[src/rtl/draw_pkg.sv]
// Drawing constants shared by the full-screen drawers and the VGA chain.
package draw_pkg;
  localparam logic [11:0] BLACK = 12'h000;
endpackage

[src/rtl/game_pkg.sv]
// Game-wide types shared between the game FSM and the screen path.
package game_pkg;
  typedef enum logic [1:0] {
    SCR_START   = 2'd0,
    SCR_KEEPER  = 2'd1,
    SCR_SHOOTER = 2'd2,
    SCR_END     = 2'd3
  } screen_t;
endpackage

[src/rtl/screen_switch_ctl_pkg.sv]
// Local types for the screen sequencer: FSM states, registered VGA bundle, source mux.
package screen_switch_ctl_pkg;
  import game_pkg::*;
  import draw_pkg::*;

  typedef enum logic [1:0] {
    SHOW       = 2'd0,
    WAIT_FRAME = 2'd1,
    BLANK      = 2'd2
  } state_t;

  typedef struct packed {
    logic [10:0] hcount;
    logic [10:0] vcount;
    logic        hsync;
    logic        vsync;
    logic        hblnk;
    logic        vblnk;
    logic [11:0] rgb;
  } vga_t;

  function automatic logic [11:0] pick_rgb(
    input screen_t     sel,
    input logic [11:0] rgb_start,
    input logic [11:0] rgb_keeper,
    input logic [11:0] rgb_shooter,
    input logic [11:0] rgb_end
  );
    logic [11:0] rgb;
    case (sel)
      SCR_START:   rgb = rgb_start;
      SCR_KEEPER:  rgb = rgb_keeper;
      SCR_SHOOTER: rgb = rgb_shooter;
      SCR_END:     rgb = rgb_end;
      default:     rgb = BLACK;
    endcase
    return rgb;
  endfunction
endpackage

[src/rtl/vga_if.sv]
// VGA stream bundle: timing counters, sync/blank flags and 12-bit colour.
interface vga_if;
  logic [10:0] hcount;
  logic [10:0] vcount;
  logic        hsync;
  logic        vsync;
  logic        hblnk;
  logic        vblnk;
  logic [11:0] rgb;

  modport in  (input  hcount, vcount, hsync, vsync, hblnk, vblnk, rgb);
  modport out (output hcount, vcount, hsync, vsync, hblnk, vblnk, rgb);
endinterface

[src/rtl/screen_switch_ctl_frame_edge_det.sv]
// Frame boundary detector: one-cycle fb pulse on the rising edge of vblnk.
module frame_edge_det (
  input  logic clk,
  input  logic rst,
  input  logic vblnk,
  output logic fb
);
  logic vblnk_dly_d;
  logic vblnk_dly_q;

  always_comb begin
    vblnk_dly_d = vblnk;
  end

  always_ff @(posedge clk) begin
    if (rst) vblnk_dly_q <= 1'b0;
    else     vblnk_dly_q <= vblnk_dly_d;
  end

  assign fb = vblnk & ~vblnk_dly_q;
endmodule

[src/rtl/screen_switch_ctl.sv]
// Frame-synchronous screen sequencer: forwards one drawer stream, switching only at
// frame boundaries with BLANK_FRAMES black frames in between. Output latency 1 clk.
module screen_switch_ctl
  import game_pkg::*;
  import draw_pkg::*;
  import screen_switch_ctl_pkg::*;
#(
  parameter int BLANK_FRAMES = 2
) (
  input  logic    clk,
  input  logic    rst,
  vga_if.in       in_start,
  vga_if.in       in_keeper,
  vga_if.in       in_shooter,
  vga_if.in       in_end,
  input  logic    req_valid,
  input  screen_t req_screen,
  output logic    req_ready,
  output screen_t cur_screen,
  output logic    busy,
  output logic    switch_done,
  vga_if.out      out
);
  localparam logic [3:0] CNT_INIT = 4'(BLANK_FRAMES);

  state_t  state_d, state_q;
  screen_t cur_d, cur_q;
  screen_t pend_d, pend_q;
  logic [3:0] cnt_d, cnt_q;
  logic    done_d, done_q;
  vga_t    out_d, out_q;
  logic    fb;

  frame_edge_det u_edge (
    .clk   (clk),
    .rst   (rst),
    .vblnk (in_start.vblnk),
    .fb    (fb)
  );

  assign req_ready = ~rst & (state_q == SHOW);

  always_comb begin
    state_d = state_q;
    cur_d   = cur_q;
    pend_d  = pend_q;
    cnt_d   = cnt_q;
    done_d  = 1'b0;
    case (state_q)
      SHOW: begin
        if (req_valid && req_ready && (req_screen != cur_q)) begin
          pend_d  = req_screen;
          state_d = WAIT_FRAME;
        end
      end
      WAIT_FRAME: begin
        // A boundary seen in the accept cycle is not visible here; the switch waits one frame.
        if (fb) begin
          if (BLANK_FRAMES == 0) begin
            cur_d   = pend_q;
            done_d  = 1'b1;
            state_d = SHOW;
          end else begin
            cnt_d   = CNT_INIT;
            state_d = BLANK;
          end
        end
      end
      BLANK: begin
        if (fb) begin
          if (cnt_q == 4'd1) begin
            cur_d   = pend_q;
            done_d  = 1'b1;
            state_d = SHOW;
          end else begin
            cnt_d = cnt_q - 4'd1;
          end
        end
      end
      default: state_d = SHOW;
    endcase
  end

  always_comb begin
    out_d.hcount = in_start.hcount;
    out_d.vcount = in_start.vcount;
    out_d.hsync  = in_start.hsync;
    out_d.vsync  = in_start.vsync;
    out_d.hblnk  = in_start.hblnk;
    out_d.vblnk  = in_start.vblnk;
    out_d.rgb    = (state_q == BLANK) ? BLACK
                 : pick_rgb(cur_q, in_start.rgb, in_keeper.rgb, in_shooter.rgb, in_end.rgb);
  end

  always_ff @(posedge clk) begin
    if (rst) begin
      state_q <= SHOW;
      cur_q   <= SCR_START;
      pend_q  <= SCR_START;
      cnt_q   <= 4'd0;
      done_q  <= 1'b0;
      out_q   <= '0;
    end else begin
      state_q <= state_d;
      cur_q   <= cur_d;
      pend_q  <= pend_d;
      cnt_q   <= cnt_d;
      done_q  <= done_d;
      out_q   <= out_d;
    end
  end

  assign cur_screen  = cur_q;
  assign busy        = (state_q != SHOW);
  assign switch_done = done_q;

  assign out.hcount = out_q.hcount;
  assign out.vcount = out_q.vcount;
  assign out.hsync  = out_q.hsync;
  assign out.vsync  = out_q.vsync;
  assign out.hblnk  = out_q.hblnk;
  assign out.vblnk  = out_q.vblnk;
  assign out.rgb    = out_q.rgb;
endmodule

[src/flat_wrapper.sv]
// flat-port wrapper written by rule: the top's interface ports become plain ports
module screen_switch_ctl_flat import game_pkg::*; import draw_pkg::*; import screen_switch_ctl_pkg::*;
#(
  parameter int BLANK_FRAMES = 2
)
  (clk, rst, req_valid, req_screen, req_ready, cur_screen, busy, switch_done, in_start_hcount, in_start_vcount, in_start_hsync, in_start_vsync, in_start_hblnk, in_start_vblnk, in_start_rgb, in_keeper_hcount, in_keeper_vcount, in_keeper_hsync, in_keeper_vsync, in_keeper_hblnk, in_keeper_vblnk, in_keeper_rgb, in_shooter_hcount, in_shooter_vcount, in_shooter_hsync, in_shooter_vsync, in_shooter_hblnk, in_shooter_vblnk, in_shooter_rgb, in_end_hcount, in_end_vcount, in_end_hsync, in_end_vsync, in_end_hblnk, in_end_vblnk, in_end_rgb, out_hcount, out_vcount, out_hsync, out_vsync, out_hblnk, out_vblnk, out_rgb);
  vga_if in_start_i ();
  vga_if in_keeper_i ();
  vga_if in_shooter_i ();
  vga_if in_end_i ();
  vga_if out_i ();
  input  logic clk;
  input  logic rst;
  input  logic req_valid;
  input  screen_t req_screen;
  output logic req_ready;
  output screen_t cur_screen;
  output logic busy;
  output logic switch_done;
  input wire logic [$bits(in_start_i.hcount)-1:0] in_start_hcount;
  input wire logic [$bits(in_start_i.vcount)-1:0] in_start_vcount;
  input wire logic [$bits(in_start_i.hsync)-1:0] in_start_hsync;
  input wire logic [$bits(in_start_i.vsync)-1:0] in_start_vsync;
  input wire logic [$bits(in_start_i.hblnk)-1:0] in_start_hblnk;
  input wire logic [$bits(in_start_i.vblnk)-1:0] in_start_vblnk;
  input wire logic [$bits(in_start_i.rgb)-1:0] in_start_rgb;
  input wire logic [$bits(in_keeper_i.hcount)-1:0] in_keeper_hcount;
  input wire logic [$bits(in_keeper_i.vcount)-1:0] in_keeper_vcount;
  input wire logic [$bits(in_keeper_i.hsync)-1:0] in_keeper_hsync;
  input wire logic [$bits(in_keeper_i.vsync)-1:0] in_keeper_vsync;
  input wire logic [$bits(in_keeper_i.hblnk)-1:0] in_keeper_hblnk;
  input wire logic [$bits(in_keeper_i.vblnk)-1:0] in_keeper_vblnk;
  input wire logic [$bits(in_keeper_i.rgb)-1:0] in_keeper_rgb;
  input wire logic [$bits(in_shooter_i.hcount)-1:0] in_shooter_hcount;
  input wire logic [$bits(in_shooter_i.vcount)-1:0] in_shooter_vcount;
  input wire logic [$bits(in_shooter_i.hsync)-1:0] in_shooter_hsync;
  input wire logic [$bits(in_shooter_i.vsync)-1:0] in_shooter_vsync;
  input wire logic [$bits(in_shooter_i.hblnk)-1:0] in_shooter_hblnk;
  input wire logic [$bits(in_shooter_i.vblnk)-1:0] in_shooter_vblnk;
  input wire logic [$bits(in_shooter_i.rgb)-1:0] in_shooter_rgb;
  input wire logic [$bits(in_end_i.hcount)-1:0] in_end_hcount;
  input wire logic [$bits(in_end_i.vcount)-1:0] in_end_vcount;
  input wire logic [$bits(in_end_i.hsync)-1:0] in_end_hsync;
  input wire logic [$bits(in_end_i.vsync)-1:0] in_end_vsync;
  input wire logic [$bits(in_end_i.hblnk)-1:0] in_end_hblnk;
  input wire logic [$bits(in_end_i.vblnk)-1:0] in_end_vblnk;
  input wire logic [$bits(in_end_i.rgb)-1:0] in_end_rgb;
  output wire logic [$bits(out_i.hcount)-1:0] out_hcount;
  output wire logic [$bits(out_i.vcount)-1:0] out_vcount;
  output wire logic [$bits(out_i.hsync)-1:0] out_hsync;
  output wire logic [$bits(out_i.vsync)-1:0] out_vsync;
  output wire logic [$bits(out_i.hblnk)-1:0] out_hblnk;
  output wire logic [$bits(out_i.vblnk)-1:0] out_vblnk;
  output wire logic [$bits(out_i.rgb)-1:0] out_rgb;
  assign in_start_i.hcount = in_start_hcount;
  assign in_start_i.vcount = in_start_vcount;
  assign in_start_i.hsync = in_start_hsync;
  assign in_start_i.vsync = in_start_vsync;
  assign in_start_i.hblnk = in_start_hblnk;
  assign in_start_i.vblnk = in_start_vblnk;
  assign in_start_i.rgb = in_start_rgb;
  assign in_keeper_i.hcount = in_keeper_hcount;
  assign in_keeper_i.vcount = in_keeper_vcount;
  assign in_keeper_i.hsync = in_keeper_hsync;
  assign in_keeper_i.vsync = in_keeper_vsync;
  assign in_keeper_i.hblnk = in_keeper_hblnk;
  assign in_keeper_i.vblnk = in_keeper_vblnk;
  assign in_keeper_i.rgb = in_keeper_rgb;
  assign in_shooter_i.hcount = in_shooter_hcount;
  assign in_shooter_i.vcount = in_shooter_vcount;
  assign in_shooter_i.hsync = in_shooter_hsync;
  assign in_shooter_i.vsync = in_shooter_vsync;
  assign in_shooter_i.hblnk = in_shooter_hblnk;
  assign in_shooter_i.vblnk = in_shooter_vblnk;
  assign in_shooter_i.rgb = in_shooter_rgb;
  assign in_end_i.hcount = in_end_hcount;
  assign in_end_i.vcount = in_end_vcount;
  assign in_end_i.hsync = in_end_hsync;
  assign in_end_i.vsync = in_end_vsync;
  assign in_end_i.hblnk = in_end_hblnk;
  assign in_end_i.vblnk = in_end_vblnk;
  assign in_end_i.rgb = in_end_rgb;
  assign out_hcount = out_i.hcount;
  assign out_vcount = out_i.vcount;
  assign out_hsync = out_i.hsync;
  assign out_vsync = out_i.vsync;
  assign out_hblnk = out_i.hblnk;
  assign out_vblnk = out_i.vblnk;
  assign out_rgb = out_i.rgb;
  screen_switch_ctl #(.BLANK_FRAMES(BLANK_FRAMES)) u_core (.clk(clk), .rst(rst), .in_start(in_start_i), .in_keeper(in_keeper_i), .in_shooter(in_shooter_i), .in_end(in_end_i), .req_valid(req_valid), .req_screen(req_screen), .req_ready(req_ready), .cur_screen(cur_screen), .busy(busy), .switch_done(switch_done), .out(out_i));
endmodule
[config.mk]
export PLATFORM = sky130hd
export DESIGN_NAME = screen_switch_ctl_flat
export DESIGN_NICKNAME = d
export VERILOG_FILES = /design/src/rtl/draw_pkg.sv /design/src/rtl/game_pkg.sv /design/src/rtl/screen_switch_ctl_pkg.sv /design/src/rtl/vga_if.sv /design/src/rtl/screen_switch_ctl_frame_edge_det.sv /design/src/rtl/screen_switch_ctl.sv /design/src/flat_wrapper.sv
export SDC_FILE = /design/constraint.sdc
export NUM_CORES = 1
export LEC_CHECK = 0
export BUFFER_PORTS_ARGS = -buffer_cell sky130_fd_sc_hd__buf_2
export CAP_MARGIN = 20
export CORE_MARGIN = 10
export CORE_UTILIZATION = 25
export CTS_BUF_LIST = sky130_fd_sc_hd__clkbuf_2 sky130_fd_sc_hd__clkbuf_4 sky130_fd_sc_hd__clkbuf_8
export CTS_CLUSTER_SIZE = 12
export DETAILED_ROUTE_END_ITERATION = 10
export MAX_ROUTING_LAYER = met4
export PLACE_DENSITY = 0.64
export SYNTH_ARGS = -nofsm -noshare
export SYNTH_HDL_FRONTEND = slang
export SYNTH_SLANG_ARGS = --single-unit
[constraint.sdc]
create_clock -name clk -period 3.1 [get_ports clk]
set_input_delay 0.62 -clock clk [delete_from_list [all_inputs] [get_ports clk]]
set_output_delay 0.62 -clock clk [all_outputs]
set_load 0.03 [all_outputs]
# == Word level (Yosys, flattened, before mapping) ==
# Index checks and enable logic that the tools add are counted.
# word_totals
inputBits,157
word_cells,54
out_inout_bits,43
reg_bits,49
# op_classes
bitwise,6
n_eq_ne,12
add_sub_neg,1
reduce_logical,12
mux,11
# op_table
cell,n
12-bit one-hot mux with 4 select lines,1
4-bit two-way mux,3
2-bit two-way mux,4
4-bit one-hot mux with 2 select lines,1
4-bit AND reduction,2
"2-bit == test, second input constant",3
"2-bit by 1-bit inequality test with 1-bit output, second input constant",3
2-bit one-hot mux with 3 select lines,1
"2-bit by 1-bit == test with 1-bit output, second input constant",2
"4-bit by 1-bit == test with 1-bit output, second input constant",1
2-bit logical NOT,2
"2-bit inequality test, second input constant",2
1-bit NOT,4
2-bit nonzero test,2
"4-bit by 1-bit subtractor with 4-bit output, second input constant",1
3-bit AND reduction,1
3-bit OR reduction,1
1-bit bitwise AND,2
1-bit logical AND,2
2-bit inequality test,1
2-bit AND reduction,1
2-bit OR reduction,1
1-bit two-way mux,1

# == Depth between registers and ports, before layout ==
# logic_depth
ltp_word,6
depth_mapped,6
depth_no_buf,6

# == Cells and area by module ==
# A second synthesis with hierarchy kept.
# hier_totals
hier_cells,164
area_unflattened_um2,1939.4
# by_module_without_submodules
mod,instances,area_each_um2,seq_area_each_um2,cells_each
screen_switch_ctl,1,1891.8,980.9,161
frame_edge_det,1,47.5,20.0,3

# == Least setup slack after synthesis ==
# OpenSTA, ideal clock, no wires.
# synth_timing
path_kind,input -> output
startpoint,input port rst
endpoint,output port req_ready
arrival_time_ns,1.441
path_buffers,2
path_slack_ns,1.039
cell_stages,3
required_ns,2.480
cell_sequence,clkbuf_1 clkbuf_1 nor2_1
# synth_between
elab_chain_len,2
# synth_lines
item,line_no,rtl
"start, declared",flat_wrapper.sv:13,input logic rst;
1-bit NOT,screen_switch_ctl.sv:41,assign req_ready = ~rst & (state_q == SHOW);
1-bit bitwise AND,screen_switch_ctl.sv:41,
"end, declared",flat_wrapper.sv:16,output logic req_ready;
# No other way between the ends.

# == Final worst setup path ==
# Same ends and word-level chain as after synthesis.

==> reports/results.ini <==
[outcome]
status = complete, no violations

[global_routing]
grt_pass1_wl_mm = 8.71
grt_max_degree = 39
grt_pass1_vias = 1837
gr-usage-all-layers_pct = 9.85
overflow = 0
antenna_found_initial = 1

[cells_and_area]
fillCellCount = 782
drive_gt1_share_pct = 51.6
final_cell_mix = buf_2 (121), dfxtp_1 (49), nor2b_1 (38)
syn2layout_area_growth_pct = 42.5
final_nets = 439
multi_input_area_um2 = 846
final_core_util_pct = 37.0
register_area_um2 = 981
layout_commonest_cell = buf_2

[logic_synthesis]
avgSynthCellArea_um2 = 11.8
yosysWarnings = 0
syn_inst = 161
synth_cell_type_count = 33
syn_area_um2 = 1890
synth_area_leaders = dfxtp_1 (52%), mux4_2 (14%), nor2b_1 (13%)
yosysTopAreaCellShare_pct = 51.8
synth_nets = 320
yosys.area.top_type = dfxtp_1
ys_seq_area_share_pct = 51.8
synth-seq-cells = 49

[die]
start_util_pct = 26.0
die_h_um = 107
core-area_um2 = 7290
row_count = 31
design.die.area_um2 = 11500
pin_count = 200
die_w_um = 107

[placement]
hpwl_mm = 4.68
numPortBuffers = 121
place_congestion = 0.736

[setup_path]
critPathKind = input pin to output port
startpoint_type = input pin
worst-path-max-fanout = 38
r2r_end = u_core.cur_screen[1]$_SDFFE_PP0P_
crit_arrival_ns = 1.46
required_ns = 2.48
worst_setup_path_end_kind = output port
endpoint = req_ready
r2r_start = u_core.cnt_q[0]$_SDFFE_PP0P_
r2r_cells = 5
crit_start = rst
reg2reg_slack_ns = 1.39

[timing]
setup_viol = 0
skew_ns = 0.00307
worst_pin_slew_ns = 0.676
fin_tns_setup_ns = 0
min_period_ns = 2.08
fin_crit_sh_pct = 67.0
hold_viol_final = 0
slew_headroom_pct = 54.8
rsz0062_at_grt = no
max_clock_freq_mhz = 481
slew_viol_final = 0

[cts]
clk_latency_ns = 0.29
cts_root_buf = clkbuf_8
cts_tree = built
cts_setup_buffers = 0
clockBufferDepth = 2
cts_resized = 0
clk_pin_slew_ns = 0.09
ctsHoldBuffers = 0
cts_buffers = 5
htreeDepth = 2
numClockSinks = 49

[route]
drt_iter0_markers = 40
firstDrtPassIters = 4
wl_per_cell_um = 14.6
drcViolationCount = 0
drt.antenna.violating_nets = 0
via_count = 1606
viasPerCell = 4.22
totalWireLength_mm = 5.57

[min_path]
hp-class = flip-flop to flip-flop

[power_and_ir_drop]
vdd_drop_max_v = 0.000156
leakagePower_nw = 1.28
powerDensity_nw_per_um2 = 507

[flow_run]
maxCapViolations = 0

[sequential cells by signal, summed over array words and instances (netlist names)]
register / flops
u_core.cnt_q: 4
u_core.cur_screen: 2
u_core.out.hblnk: 1
u_core.out.hcount: 11
u_core.out.hsync: 1
u_core.out.rgb: 12
u_core.out.vblnk: 1
u_core.out.vcount: 11
u_core.out.vsync: 1
u_core.pend_q: 2
u_core.state_q: 2
u_core.switch_done: 1
[synth_stat cells]
master     n
dfxtp_1   49
nor2b_1   38
mux4_2    12
nor2_1    10
clkbuf_1   5
a21oi_1    4
mux2i_1    4
inv_1      3
buf_2      2
buf_4      2
ha_1       2
nand2_1    2
nand2b_1   2
nor3_1     2
nor3b_1    2
o211ai_1   2
o21ai_1    2
or3_1      2
xor2_1     2
a21boi_1   1
a221o_1    1
a221oi_1   1
buf_6      1
mux2_2     1
nand2b_4   1
nand4b_1   1
nor2b_2    1
nor4b_1    1
o21ai_0    1
or2_1      1
or4_1      1
or4b_1     1
xnor2_1    1
[routing by layer]
metal  vias to the layer above  track usage (%)  part of all wire, %  wire length [µm]
met4                         0             4.93                  2.3               127
met5                         -                -                    0                 0
met3                         8             3.77                  9.0               499
met2                        89             15.5                   45              2540
met1                       722             10.7                   43              2410
li1                        787                -                    -                 -
[how the worst min path moves through the flow]
stage,startpoint,to,depth (start not counted)
6_report,u_core.cnt_q[3]$_SDFFE_PP0P_,u_core.cnt_q[3]$_SDFFE_PP0P_,2
5_1_grt,in_start_vcount[1],u_core.out.vcount[1]$_SDFF_PP0_,2
4_1_cts,in_start_vcount[8],u_core.out.vcount[8]$_SDFF_PP0_,2
3_5_place_dp,u_core.cnt_q[3]$_SDFFE_PP0P_,u_core.cnt_q[3]$_SDFFE_PP0P_,2
3_3_place_gp,u_core.pend_q[1]$_SDFFE_PP0P_,u_core.cur_screen[1]$_SDFFE_PP0P_,2
2_1_floorplan,u_core.pend_q[0]$_SDFFE_PP0P_,u_core.cur_screen[0]$_SDFFE_PP0P_,2
[logic make-up (layout without fill, tap and decap cells)]
| family | Yosys count | in the layout | synth area share [%] |
|---|---|---|---|
| buffers and inverters | 13 | 133 | 3.50 |
| AO/OA/AOI/OAI | 12 | 12 | 4.03 |
| flip-flops | 49 | 49 | 51.8 |
| XOR/XNOR | 3 | 3 | 1.39 |
| multiplexers | 17 | 17 | 17.0 |
| other | 0 | 1 | 0 |
| adder cells (fa/ha/maj) | 2 | 2 | 1.32 |
| AND/OR/NAND/NOR | 65 | 65 | 21.0 |
[area by class of cell]
class / instances / area share (%)
diodes: 1 / 0.0928
clock buffers: 7 / 3.34
clock inverters: 1 / 1.11
inverters: 3 / 0.417
multi-input cells: 99 / 31.4
flip-flops and latches: 49 / 36.4
well taps: 99 / 4.59
repair buffers: 122 / 22.7
[where the power goes]
| group | switching (mW) | total [mW] | leakage [nW] | internal (mW) |
|---|---|---|---|---|
| logic | 0.122 | 0.217 | 0.813 | 0.0943 |
| registers | 0.0133 | 0.676 | 0.406 | 0.663 |
| clock network | 0.203 | 0.475 | 0.0619 | 0.272 |
| total | 0.339 | 1.37 | 1.28 | 1.03 |
[worst max-delay path: stages]
cell	delay [ns]
buf_2	0.52
nor2_1	0.10
buf_2	0.20
[metrics by stage]
| stage | hold slack [ns] | cell area (µm²) | std cells | power (mW) | setup WS [ns] |
|---|---|---|---|---|---|
| CTS | 0.515 | 2700 | 380 | 1.40 | 0.996 |
| global route | 0.513 | 2700 | 381 | 1.44 | 0.894 |
| floorplan | 0.460 | 1890 | 161 | 0.821 | 1.04 |
| global placement | 0.481 | 2570 | 372 | 0.906 | 0.995 |
| detailed placement | 0.507 | 2570 | 372 | 0.912 | 0.999 |
| finish | 0.519 | 2700 | 381 | 1.37 | 1.02 |
Note: power is estimated with default switching activity, not from simulation.
